File: config.mk
export PLATFORM = sky130hd
export DESIGN_NAME = posit_decode_pipe_flat
export DESIGN_NICKNAME = d
export VERILOG_FILES = /design/src/rtl/posit_decode_pipe_pkg.sv /design/src/rtl/posit_decode_pipe_if.sv /design/src/rtl/posit_decode_pipe_regime_counter.sv /design/src/rtl/posit_decode_pipe.sv /design/src/flat_wrapper.sv
export SDC_FILE = /design/constraint.sdc
export NUM_CORES = 1
export LEC_CHECK = 0
export ABC_CLOCK_PERIOD_IN_PS = 5300
export BUFFER_PORTS_ARGS = -buffer_cell sky130_fd_sc_hd__buf_4
export CORE_AREA = 4 4 63 65
export DETAILED_ROUTE_END_ITERATION = 8
export DIE_AREA = 0 0 67 69
export PLACE_DENSITY = 0.72
export SYNTH_ARGS = -nofsm -noshare
export SYNTH_HDL_FRONTEND = slang
export SYNTH_SLANG_ARGS = --single-unit
File: constraint.sdc
create_clock -name clk -period 5.3 [get_ports clk]
set_clock_uncertainty 0.15 [all_clocks]
set_input_delay 1.06 -clock clk [delete_from_list [all_inputs] [get_ports clk]]
set_output_delay 1.06 -clock clk [all_outputs]
set_load 0.02 [all_outputs]
File: src/rtl/posit_decode_pipe_pkg.sv
// posit_decode_pipe_pkg: width derivations and constant builders shared by the posit decoder,
// its bus interface and the regime counter.
package posit_decode_pipe_pkg;

    // Ceiling log2, used only at elaboration time to size fields.
    function automatic int clog2(input int value);
        int result;
        result = 0;
        for (int i = 0; i < 31; i++) begin
            if ((1 << i) < value) result = i + 1;
        end
        return result;
    endfunction

    // Exponent bias: the most negative regime maps to a biased exponent of zero.
    function automatic int bias_of(input int n, input int es);
        return (n - 2) << es;
    endfunction

    // Biased exponent width, wide enough for 0..2*BIAS.
    function automatic int ew_of(input int n, input int es);
        return clog2(2 * bias_of(n, es) + 1);
    endfunction

    // Fraction width: the body minus the shortest regime (2 bits) and the exponent field.
    function automatic int fw_of(input int n, input int es);
        return n - 3 - es;
    endfunction

    // Width of the packed {exponent, fraction} result.
    function automatic int ow_of(input int n, input int es);
        return ew_of(n, es) + fw_of(n, es);
    endfunction

    // NaR pattern: sign bit set, everything else clear.
    function automatic logic [63:0] nar_pattern(input int n);
        return 64'd1 << (n - 1);
    endfunction

    // Zero pattern: every bit clear.
    function automatic logic [63:0] zero_pattern();
        return 64'd0;
    endfunction

endpackage

File: src/rtl/posit_decode_pipe_if.sv
// posit_decode_pipe_if: input stream (posit operands) and output stream (decoded eposits)
// of the posit decoder. The decoder uses the slave modport, its environment the master.
interface posit_decode_pipe_if
    import posit_decode_pipe_pkg::*;
#(
    parameter int N  = 8,
    parameter int ES = 0
);
    localparam int OW = ow_of(N, ES);

    logic          in_valid;
    logic          in_ready;
    logic [N-1:0]  in_posit;
    logic          out_valid;
    logic          out_ready;
    logic          out_sign;
    logic          out_zero;
    logic          out_nar;
    logic [OW-1:0] out_eposit;

    modport slave (
        input  in_valid, in_posit, out_ready,
        output in_ready, out_valid, out_sign, out_zero, out_nar, out_eposit
    );

    modport master (
        output in_valid, in_posit, out_ready,
        input  in_ready, out_valid, out_sign, out_zero, out_nar, out_eposit
    );

endinterface

File: src/rtl/posit_decode_pipe_regime_counter.sv
// posit_regime_counter: combinational run-length counter over the posit body (sign removed).
// Reports the length of the leading run of identical bits and the polarity of that run.
module posit_regime_counter #(
    parameter int W  = 7,
    parameter int MW = 3
) (
    input  logic [W-1:0]  body,
    output logic [MW-1:0] run_len,
    output logic          polarity
);

    logic running;

    // Count from the MSB down until the first bit that differs from the MSB.
    always_comb begin
        polarity = body[W-1];
        run_len  = '0;
        running  = 1'b1;
        for (int i = W - 1; i >= 0; i--) begin
            if (running && (body[i] == polarity)) begin
                run_len = run_len + MW'(1);
            end else begin
                running = 1'b0;
            end
        end
    end

endmodule

File: src/rtl/posit_decode_pipe.sv
// posit_decode_pipe: two-stage valid/ready posit decoder. Produces sign, zero/NaR flags and
// eposit = {biased exponent, left-aligned fraction}, for the mullin multiply core.
// Build option POSIT_DEC_NEG_EN: negative posits are two's-complemented before regime
// decode so eposit describes |x|; when undefined the body is decoded as given (sign-magnitude).
module posit_decode_pipe
    import posit_decode_pipe_pkg::*;
#(
    parameter int N  = 8,
    parameter int ES = 0
) (
    input logic                clk,
    input logic                rst,
    posit_decode_pipe_if.slave bus
);

    localparam int W    = N - 1;
    localparam int MW   = clog2(N);
    localparam int BIAS = bias_of(N, ES);
    localparam int EW   = ew_of(N, ES);
    localparam int FW   = fw_of(N, ES);
    localparam int OW   = ow_of(N, ES);
    localparam logic [N-1:0] NAR  = N'(nar_pattern(N));
    localparam logic [N-1:0] ZERO = N'(zero_pattern());

    logic          s1_ready, s2_ready;
    logic          in_sign, in_zero, in_nar;
    logic [W-1:0]  body_in;
    logic [MW-1:0] run_len;
    logic          polarity;

    logic          s1_valid, s1_sign, s1_zero, s1_nar, s1_r;
    logic [MW-1:0] s1_m;
    logic [W-1:0]  s1_body;

    logic [MW:0]   shift_amt;
    logic [W-1:0]  shifted;
    int            k_val, es_val, biased_val;
    logic [EW-1:0] exp_bits;
    logic [FW-1:0] frac_bits;
    logic [OW-1:0] eposit_next;

    logic          s2_valid, s2_sign, s2_zero, s2_nar;
    logic [OW-1:0] s2_eposit;

    // A stage may load when it is empty or its contents leave in the same cycle.
    assign s2_ready = !s2_valid || bus.out_ready;
    assign s1_ready = !s1_valid || s2_ready;

    // Classify the incoming posit and pick the body that feeds the regime counter.
    always_comb begin
        in_sign = bus.in_posit[N-1];
        in_zero = (bus.in_posit == ZERO);
        in_nar  = (bus.in_posit == NAR);
`ifdef POSIT_DEC_NEG_EN
        if (in_sign && !in_nar) begin
            body_in = W'(ZERO - bus.in_posit);
        end else begin
            body_in = bus.in_posit[W-1:0];
        end
`else
        body_in = bus.in_posit[W-1:0];
`endif
    end

    posit_regime_counter #(
        .W  (W),
        .MW (MW)
    ) u_regime (
        .body     (body_in),
        .run_len  (run_len),
        .polarity (polarity)
    );

    // Stage 1 register: flags, regime run length/polarity and the body for the shifter.
    always_ff @(posedge clk) begin
        if (rst) begin
            s1_valid <= 1'b0;
            s1_sign  <= 1'b0;
            s1_zero  <= 1'b0;
            s1_nar   <= 1'b0;
            s1_r     <= 1'b0;
            s1_m     <= '0;
            s1_body  <= '0;
        end else if (s1_ready) begin
            s1_valid <= bus.in_valid;
            if (bus.in_valid) begin
                s1_sign <= in_sign;
                s1_zero <= in_zero;
                s1_nar  <= in_nar;
                s1_r    <= polarity;
                s1_m    <= run_len;
                s1_body <= body_in;
            end
        end
    end

    // Strip regime and terminator, split exponent bits from fraction, form the biased exponent.
    // A run to the LSB shifts everything out, leaving zero exponent bits and fraction.
    always_comb begin
        shift_amt  = {1'b0, s1_m} + (MW + 1)'(1);
        shifted    = s1_body << shift_amt;
        k_val      = s1_r ? (int'(s1_m) - 1) : -int'(s1_m);
        es_val     = int'(shifted >> (W - ES));
        biased_val = k_val * (1 << ES) + es_val + BIAS;
        exp_bits   = EW'(biased_val);
        frac_bits  = FW'(shifted >> 2);
        if (s1_zero || s1_nar) begin
            eposit_next = '0;
        end else begin
            eposit_next = {exp_bits, frac_bits};
        end
    end

    // Stage 2 register: holds the result steady until the consumer takes it.
    always_ff @(posedge clk) begin
        if (rst) begin
            s2_valid  <= 1'b0;
            s2_sign   <= 1'b0;
            s2_zero   <= 1'b0;
            s2_nar    <= 1'b0;
            s2_eposit <= '0;
        end else if (s2_ready) begin
            s2_valid <= s1_valid;
            if (s1_valid) begin
                s2_sign   <= s1_sign;
                s2_zero   <= s1_zero;
                s2_nar    <= s1_nar;
                s2_eposit <= eposit_next;
            end
        end
    end

    assign bus.in_ready   = s1_ready;
    assign bus.out_valid  = s2_valid;
    assign bus.out_sign   = s2_sign;
    assign bus.out_zero   = s2_zero;
    assign bus.out_nar    = s2_nar;
    assign bus.out_eposit = s2_eposit;

endmodule
File: src/flat_wrapper.sv
// flat-port wrapper written by rule: the top's interface ports become plain ports
module posit_decode_pipe_flat import posit_decode_pipe_pkg::*;
#(
    parameter int N  = 8,
    parameter int ES = 0
)
  (clk, rst, bus_in_valid, bus_in_posit, bus_out_ready, bus_in_ready, bus_out_valid, bus_out_sign, bus_out_zero, bus_out_nar, bus_out_eposit);
  posit_decode_pipe_if #(.N(N), .ES(ES)) bus_i ();
  input logic clk;
  input logic rst;
  input wire logic [$bits(bus_i.in_valid)-1:0] bus_in_valid;
  input wire logic [$bits(bus_i.in_posit)-1:0] bus_in_posit;
  input wire logic [$bits(bus_i.out_ready)-1:0] bus_out_ready;
  output wire logic [$bits(bus_i.in_ready)-1:0] bus_in_ready;
  output wire logic [$bits(bus_i.out_valid)-1:0] bus_out_valid;
  output wire logic [$bits(bus_i.out_sign)-1:0] bus_out_sign;
  output wire logic [$bits(bus_i.out_zero)-1:0] bus_out_zero;
  output wire logic [$bits(bus_i.out_nar)-1:0] bus_out_nar;
  output wire logic [$bits(bus_i.out_eposit)-1:0] bus_out_eposit;
  assign bus_i.in_valid = bus_in_valid;
  assign bus_i.in_posit = bus_in_posit;
  assign bus_i.out_ready = bus_out_ready;
  assign bus_in_ready = bus_i.in_ready;
  assign bus_out_valid = bus_i.out_valid;
  assign bus_out_sign = bus_i.out_sign;
  assign bus_out_zero = bus_i.out_zero;
  assign bus_out_nar = bus_i.out_nar;
  assign bus_out_eposit = bus_i.out_eposit;
  posit_decode_pipe #(.N(N), .ES(ES)) u_core (.clk(clk), .rst(rst), .bus(bus_i));
endmodule
## Word level (Yosys, flattened, before mapping)

Index checks and enable logic that the tools add are counted.

| cells by class | value |
|---|---|
| $add $sub $neg | 9 |
| reduce and logical (&&, ||, !) cells | 13 |
| shift-type cells | 1 |
| equal/unequal tests | 7 |
| mux-type cells | 13 |

Operators with widths:

| operator | number |
|---|---|
| 3-bit 2-to-1 mux | 5 |
| 3-bit by 1-bit adder with 3-bit output, second input constant | 4 |
| 9-bit 2-to-1 mux | 1 |
| 8-bit == test, second input constant | 1 |
| 8-bit zero test | 1 |
| 7-bit by 4-bit left shift with 7-bit output | 1 |
| 1-bit == test | 6 |
| 1-bit logical AND | 5 |
| 1-bit 2-to-1 mux | 5 |
| 3-bit by 1-bit adder with 4-bit output, second input constant | 1 |
| 4-bit adder, second input constant | 1 |
| 4-bit 2-to-1 mux | 1 |
| 3-bit negator with 4-bit output | 1 |
| 2-bit AND reduction | 2 |
| 3-bit by 1-bit subtractor with 4-bit output, second input constant | 1 |
| 2-bit by 1-bit adder with 3-bit output, second input constant | 1 |
| 1-bit logical OR | 3 |
| 1-bit zero test | 2 |
| 2-bit 2-to-1 mux | 1 |

| storage, ports and cells | value |
|---|---|
| output and inout bits | 14 |
| input port bits | 12 |
| register bits | 28 |
| word-level logic and storage cells | 55 |

## Longest topological paths before layout

Gate-level depths: netlist of the first run.

| depth | value |
|---|---|
| depth in word-level cells | 12 |
| mapped depth | 10 |

## Hierarchy

Synthesis of the first run repeated with hierarchy kept, for this count alone.

| unflattened totals | value |
|---|---|
| cell total of the unflattened synthesis | 169 |
| area, all modules | 1,440.1 µm² |

By module, submodules not included:

| module | sequential area each (µm²) | cells each | area each (µm²) | times used |
|---|---|---|---|---|
| posit_decode_pipe | 560.5 | 152 | 1,325.0 | 1 |
| posit_regime_counter | 0.0 | 17 | 115.1 | 1 |

## Least setup slack after synthesis of the first run

OpenSTA, ideal clock, no wires.

| path | value |
|---|---|
| kind | input -> output |
| start | input port bus_out_ready |
| end | output port bus_in_ready |
| path buffers | 0 |
| data required time | 4,090 ps |
| arrival time | 1,343 ps |
| cell stages on the path | 1 |
| path slack | 2,747 ps |
| cell sequence | nand3b_1 |

| between the ends | value |
|---|---|
| word-level cells in the longest chain between the ends | 2 |

RTL lines:

| element | RTL line | text |
|---|---|---|
| start, declared | flat_wrapper.sv:13 | `input wire logic [$bits(bus_i.out_ready)-1:0] bus_out_ready;` |
| 1-bit logical OR | posit_decode_pipe.sv:46 | `assign s2_ready = !s2_valid \|\| bus.out_ready;` |
| 1-bit logical OR | posit_decode_pipe.sv:47 | `assign s1_ready = !s1_valid \|\| s2_ready;` |
| end, declared | flat_wrapper.sv:14 | `output wire logic [$bits(bus_i.in_ready)-1:0] bus_in_ready;` |

No other way between the ends.

## Final worst setup path of the first run

Same ends and word-level chain as after synthesis.

==> flow_summary.json, run 1 <==
{
  "outcome": "complete, no violations",
  "r2r_cells": 6,
  "synth_edf_count": 0,
  "ant_nets": 0,
  "cts_resized": 0,
  "wire_per_inst_um": 12.7,
  "cts.sinks": 27,
  "hold_end": "u_core.bus.out_eposit[4]$_SDFFE_PP0P_",
  "end_kind": "output pin",
  "post-route-drc-count": 0,
  "netlist_instances": 163,
  "synth_top_area_share": 0.375,
  "yosys.area_share.simple": 0.219,
  "cp-start-kind": "input port",
  "rows": 21,
  "fillers": 334,
  "die_h_um": 69,
  "maxCapViolations": 0,
  "seq_area_frac_synth": 0.375,
  "grt.overflow.total": 0,
  "synth_area_leaders": "dfxtp_1 37%, nand2_1 6.8%, mux2i_1 6.2%, a21oi_1 5.9%, xnor2_1 3.6%",
  "synth_top_family_by_area": "simple AND/OR/NAND/NOR gates",
  "yosys.area_share.xor_xnor": 0.0598,
  "ys_seq_elements": 27,
  "post_cts_buffers": 0,
  "postCtsHoldBufs": 0,
  "seqCellArea_um2": 541,
  "multi_input_area_um2": 813,
  "clk_path_buf_depth": 2,
  "synth_compound_area_frac": 0.149,
  "synth.largest_area_cell": "dfxtp_1",
  "ir_drop_mv": 0.152,
  "power.leakage_nw": 0.665,
  "area_growth_pct": 14.5,
  "ioPinCount": 26,
  "finalSetupViolations": 0,
  "rsz0062_at_grt": "no",
  "clock.fmax_ghz": 0.365,
  "whs_path_depth": 2,
  "r2r-end": "u_core.bus.out_eposit[4]$_SDFFE_PP0P_",
  "final_util": 0.495,
  "root_buffer": "clkbuf_4",
  "drive_gt1_frac": 0.227,
  "syn-cell-area_um2": 1440,
  "hold_violations": 0,
  "via_per_inst": 5.08,
  "grt_pass1_vias": 1137,
  "syn_nets": 178,
  "ff2ff_setup_slack_ns": 2.81,
  "place.gp.congestion": 0.853,
  "cp.arrival_ns": 1.53,
  "clk_pin_slew_ns": 0.13,
  "fp.dieW_um": 67,
  "diodes": 0,
  "grtUsageTotal": 0.138,
  "grt_max_degree": 29,
  "synth_ff_type": "dfxtp_1",
  "cts_tree": "yes",
  "port_buffers": 25,
  "first_pass_iters": 4,
  "drtIter0Drc": 66,
  "power_density_nw_per_um2": 246,
  "avgSynthCellArea_um2": 8.85,
  "core_um2": 3340,
  "finalCritPeriodShare": 0.517,
  "ys_async_sr_fraction": 0,
  "grt_pass1_wl_um": 5170,
  "crit_type": "in -> out",
  "min_from": "u_core.bus.out_eposit[4]$_SDFFE_PP0P_",
  "cp_max_fo": 3,
  "dr_total_vias": 1153,
  "clk_latency_ns": 0.32,
  "cp.required_ns": 4.09,
  "min_path_type": "reg -> reg",
  "antenna_found_initial": 0,
  "r2r-start": "u_core.s1_m[0]$_SDFFE_PP0P_",
  "wirelength_um": 2880,
  "initial_core_util": 0.432,
  "slew_viol_final": 0,
  "worst_pin_slew_ns": 0.849,
  "dieArea_um2": 4620,
  "slew_headroom": 0.434,
  "min_period_ns": 2.74,
  "synth_mux_area_frac": 0.109,
  "htree_levels": 1,
  "synthDistinctLibCells": 37,
  "synth_warnings": 0,
  "dp_hpwl_um": 2270,
  "fin_setup_tns_ns": 0,
  "nets": 197,
  "synth_adder_area_share": 0.0260,
  "cts_made_buffers": 3
}
==> power by group <==
part / total, W / switching, W / leakage [nW] / internal [W]
logic: 0.0000941 / 0.0000488 / 0.430 / 0.0000453
registers: 0.000225 / 0.0000116 / 0.221 / 0.000214
clock network: 0.0000875 / 0.0000587 / 0.0139 / 0.0000289
==> how the worst max path moves through the flow <==
stage,startpoint,to,depth (start not counted)
5_1_grt,bus_out_ready,bus_in_ready,3
6_report,bus_out_ready,bus_in_ready,3
2_1_floorplan,bus_out_ready,bus_in_ready,1
3_5_place_dp,bus_out_ready,bus_in_ready,3
4_1_cts,bus_out_ready,bus_in_ready,3
3_3_place_gp,bus_out_ready,bus_in_ready,3
==> placed cells by master (no fill, tap or decap) <==
cell type   synthesis  layout
dfxtp_1            27      27
nand2_1            26      26
buf_4               0      25
a21oi_1            17      17
nor2_1             12      12
mux2i_1             9       9
xnor2_1             6       6
inv_1               6       6
nand2b_1            6       6
nand3b_1            4       4
nor3_1              3       3
a22oi_1             3       3
o21ai_0             3       3
ha_1                3       3
clkbuf_4            0       3
and3_1              2       2
nor4_2              2       2
a32oi_1             2       2
a221oi_2            2       2
xor2_1              2       2
mux4_2              2       2
xnor2_2             1       1
nor2b_1             1       1
or2_2               1       1
o22ai_1             1       1
or4_4               1       1
nand4_1             1       1
a311oi_1            1       1
mux2i_4             1       1
a31oi_1             1       1
nand3_1             1       1
or3b_2              1       1
nand3_2             1       1
a21o_1              1       1
o211ai_1            1       1
o311ai_0            1       1
clkinvlp_4          0       1
==> per-stage QoR <==
| step | setup slack (ns) | cell area (um2) | hold slack (ns) | instances | power, W |
|---|---|---|---|---|---|
| 4_1_cts | 2.56 | 1650 | 0.323 | 227 | 0.000412 |
| 2_1_floorplan | 2.75 | 1440 | 0.286 | 163 | 0.000298 |
| 3_5_place_dp | 2.56 | 1620 | 0.304 | 223 | 0.000325 |
| 5_1_grt | 2.53 | 1650 | 0.353 | 227 | 0.000434 |
| 6_report | 2.56 | 1650 | 0.318 | 227 | 0.000407 |
| 3_3_place_gp | 2.57 | 1620 | 0.291 | 223 | 0.000320 |
==> synthesized netlist by cell type (4+ instances only) <==
master	count
nand3b_1	4
nand2_1	26
dfxtp_1	27
clkbuf_1	6
nand2b_1	6
mux2i_1	9
nor2_1	12
a21oi_1	17
xnor2_1	6
inv_1	6
==> kinds of logic after synthesis <==
kind of cell / Yosys count
AOI/OAI and AO/OA: 33
buffers and inverters: 17
muxes: 12
and+or+nand+nor: 62
xor gates and xnor gates: 9
DFF: 27
adders and majority gates: 3
==> worst max-delay path: stages <==
cell      delay, ns
buf_4          0.11
nand3b_1       0.18
buf_4          0.18
==> flip-flops by register name, indices dropped and copies added (netlist names) <==
signal	flops
u_core.bus.out_eposit	9
u_core.bus.out_nar	1
u_core.bus.out_sign	1
u_core.bus.out_valid	1
u_core.bus.out_zero	1
u_core.s1_body	7
u_core.s1_m	3
u_core.s1_nar	1
u_core.s1_sign	1
u_core.s1_valid	1
u_core.s1_zero	1
==> area by class of cell <==
type / count / area share
inverter: 6 / 0.0136
clock inverter: 1 / 0.00455
tap: 46 / 0.0348
clock buffer: 3 / 0.0136
multi-input combinational: 119 / 0.492
timing repair buffer: 25 / 0.114
sequential: 27 / 0.327
==> routing by layer <==
layer	GRT usage	part of all wire	wire length [um]	up-vias
met1	0.177	0.45	1310	525
met4	0.0270	0.0059	17	0
met3	0.0357	0.051	148	2
li1	-	-	-	602
met5	0	0	0	-
met2	0.231	0.49	1400	24
No activity file was read; power rests on OpenSTA's default activity.
==> run 2, diff against run 1 <==
- ABC_CLOCK_PERIOD_IN_PS: 5300 -> 2400
- PLACE_DENSITY: 0.72 -> 0.75
- clock period: 5.3 -> 2.4 ns (I/O delays scaled with it)
==> run 2 against run 1 <==
  * Design area increased by 0.91%
  * Sequential power grew 120%
  * Worst setup slack got worse by 2.1 ns
  * Critical path type is now reg -> reg
  * Critical endpoint is now u_core.bus.out_eposit[2]$_SDFFE_PP0P_
  * Largest cell class unchanged
==> flow_summary.json, run 2 (synthesis results as in run 1) <==
{
  "cp_max_fo": 12,
  "grtUsageTotal": 0.128,
  "min_path_type": "in -> reg",
  "cp.arrival_ns": 2.01,
  "cts_resized": 0,
  "path_delay_family": "compound AO/OA/AOI/OAI gates",
  "final_cell_mix": "27 x buf_4, 27 x dfxtp_1, 26 x nand2_1",
  "slew_viol_final": 0,
  "finalSetupViolations": 0,
  "grt_pass1_wl_um": 4860,
  "grt_max_degree": 29,
  "r2r_cells": 6,
  "ant_nets": 0,
  "clk_pin_slew_ns": 0.15,
  "wire_per_inst_um": 12.2,
  "max_stage_delay_ns": 0.34,
  "finalCritPeriodShare": 0.805,
  "grt.overflow.total": 0,
  "worst_pin_slew_ns": 0.777,
  "cp_cell_sequence": "buf_4, ha_1, xnor2_2, mux2i_1, o311ai_0, a21oi_1",
  "cp.required_ns": 2.48,
  "outcome": "complete, no violations",
  "clock.fmax_ghz": 0.517,
  "first_pass_iters": 4,
  "place.gp.congestion": 0.816,
  "antenna_found_initial": 0,
  "fin_setup_tns_ns": 0,
  "root_buffer": "clkbuf_4",
  "cts_made_buffers": 3,
  "post-route-drc-count": 0,
  "hold_violations": 0,
  "ir_drop_mv": 0.200,
  "post_cts_buffers": 0,
  "power_density_nw_per_um2": 547,
  "postCtsHoldBufs": 0,
  "wirelength_um": 2790,
  "diodes": 0,
  "critical-path-slowest-cell": "dfxtp_1",
  "initial_core_util": 0.432,
  "area_growth_pct": 15.5,
  "nets": 199,
  "dp_hpwl_um": 2170,
  "fp.dieW_um": 67,
  "via_per_inst": 5.09,
  "clk_latency_ns": 0.32,
  "crit_type": "reg -> reg",
  "rows": 21,
  "min_period_ns": 1.93,
  "maxCapViolations": 0,
  "cp.depth": 6,
  "dieArea_um2": 4620,
  "dr_total_vias": 1166,
  "grt_pass1_vias": 1102,
  "htree_levels": 1,
  "drive_gt1_frac": 0.235,
  "whs_path_depth": 3,
  "drtIter0Drc": 45,
  "clk_path_buf_depth": 2,
  "final_cell_count_no_fill": 229,
  "critPathBufInv": 1,
  "port_buffers": 25,
  "slew_headroom": 0.482,
  "rsz0062_at_grt": "no",
  "cts_tree": "yes",
  "largest_register_ff_count": 9,
  "ioPinCount": 26,
  "power.leakage_nw": 0.675,
  "dp.cells": 225,
  "cts.sinks": 27,
  "cp-start-kind": "register",
  "core_um2": 3340,
  "end_kind": "register",
  "die_h_um": 69
}
[run 2: through the flow]
step / util / setup WS, ns / hold slack [ns] / power, W / cell area (um2)
finish: 0.499 / 0.467 / 0.252 / 0.000912 / 1670
global route: 0.499 / 0.259 / 0.266 / 0.000960 / 1670
CTS: 0.499 / 0.464 / 0.254 / 0.000917 / 1670
detailed placement: 0.490 / 0.459 / 0.299 / 0.000718 / 1640
global placement: 0.490 / 0.465 / 0.290 / 0.000715 / 1640
floorplan: - / 0.144 / 0.286 / 0.000659 / 1440
[run 2: per-layer routing]
layer,track usage,part of all wire
met2,0.205,0.47
met5,0,0
met1,0.169,0.47
met3,0.0179,0.042
met4,0.0495,0.022
[run 2: worst paths after layout]
path / start / to / slack, ns
max reg2reg: u_core.s1_m[0]$_SDFFE_PP0P_ / u_core.bus.out_eposit[2]$_SDFFE_PP0P_ / 0.47
min reg2reg: u_core.bus.out_eposit[7]$_SDFFE_PP0P_ / u_core.bus.out_eposit[7]$_SDFFE_PP0P_ / 0.32
min: bus_in_posit[7] / u_core.s1_sign$_SDFFE_PP0P_ / 0.25
max: u_core.s1_m[0]$_SDFFE_PP0P_ / u_core.bus.out_eposit[2]$_SDFFE_PP0P_ / 0.47
[run 2: final cells by class]
| cell class | count | area (um2) |
|---|---|---|
| timing repair buffer | 27 | 203 |
| fill | 335 | 1670 |
| clock buffer | 3 | 22.5 |
| tap | 46 | 57.6 |
| sequential | 27 | 541 |
| clock inverter | 1 | 7.51 |
| inverter | 6 | 22.5 |
| multi-input combinational | 119 | 813 |
[run 2: report_power, final]
group	switching (W)	internal, W
Sequential	0.0000200	0.000472
Combinational	0.000112	0.000104
Clock	0.000140	0.0000637
[run 2: tightest hold or removal path: stages]
cell and delay, ns:
buf_4 0.12, nand2_1 0.05, a21oi_1 0.05
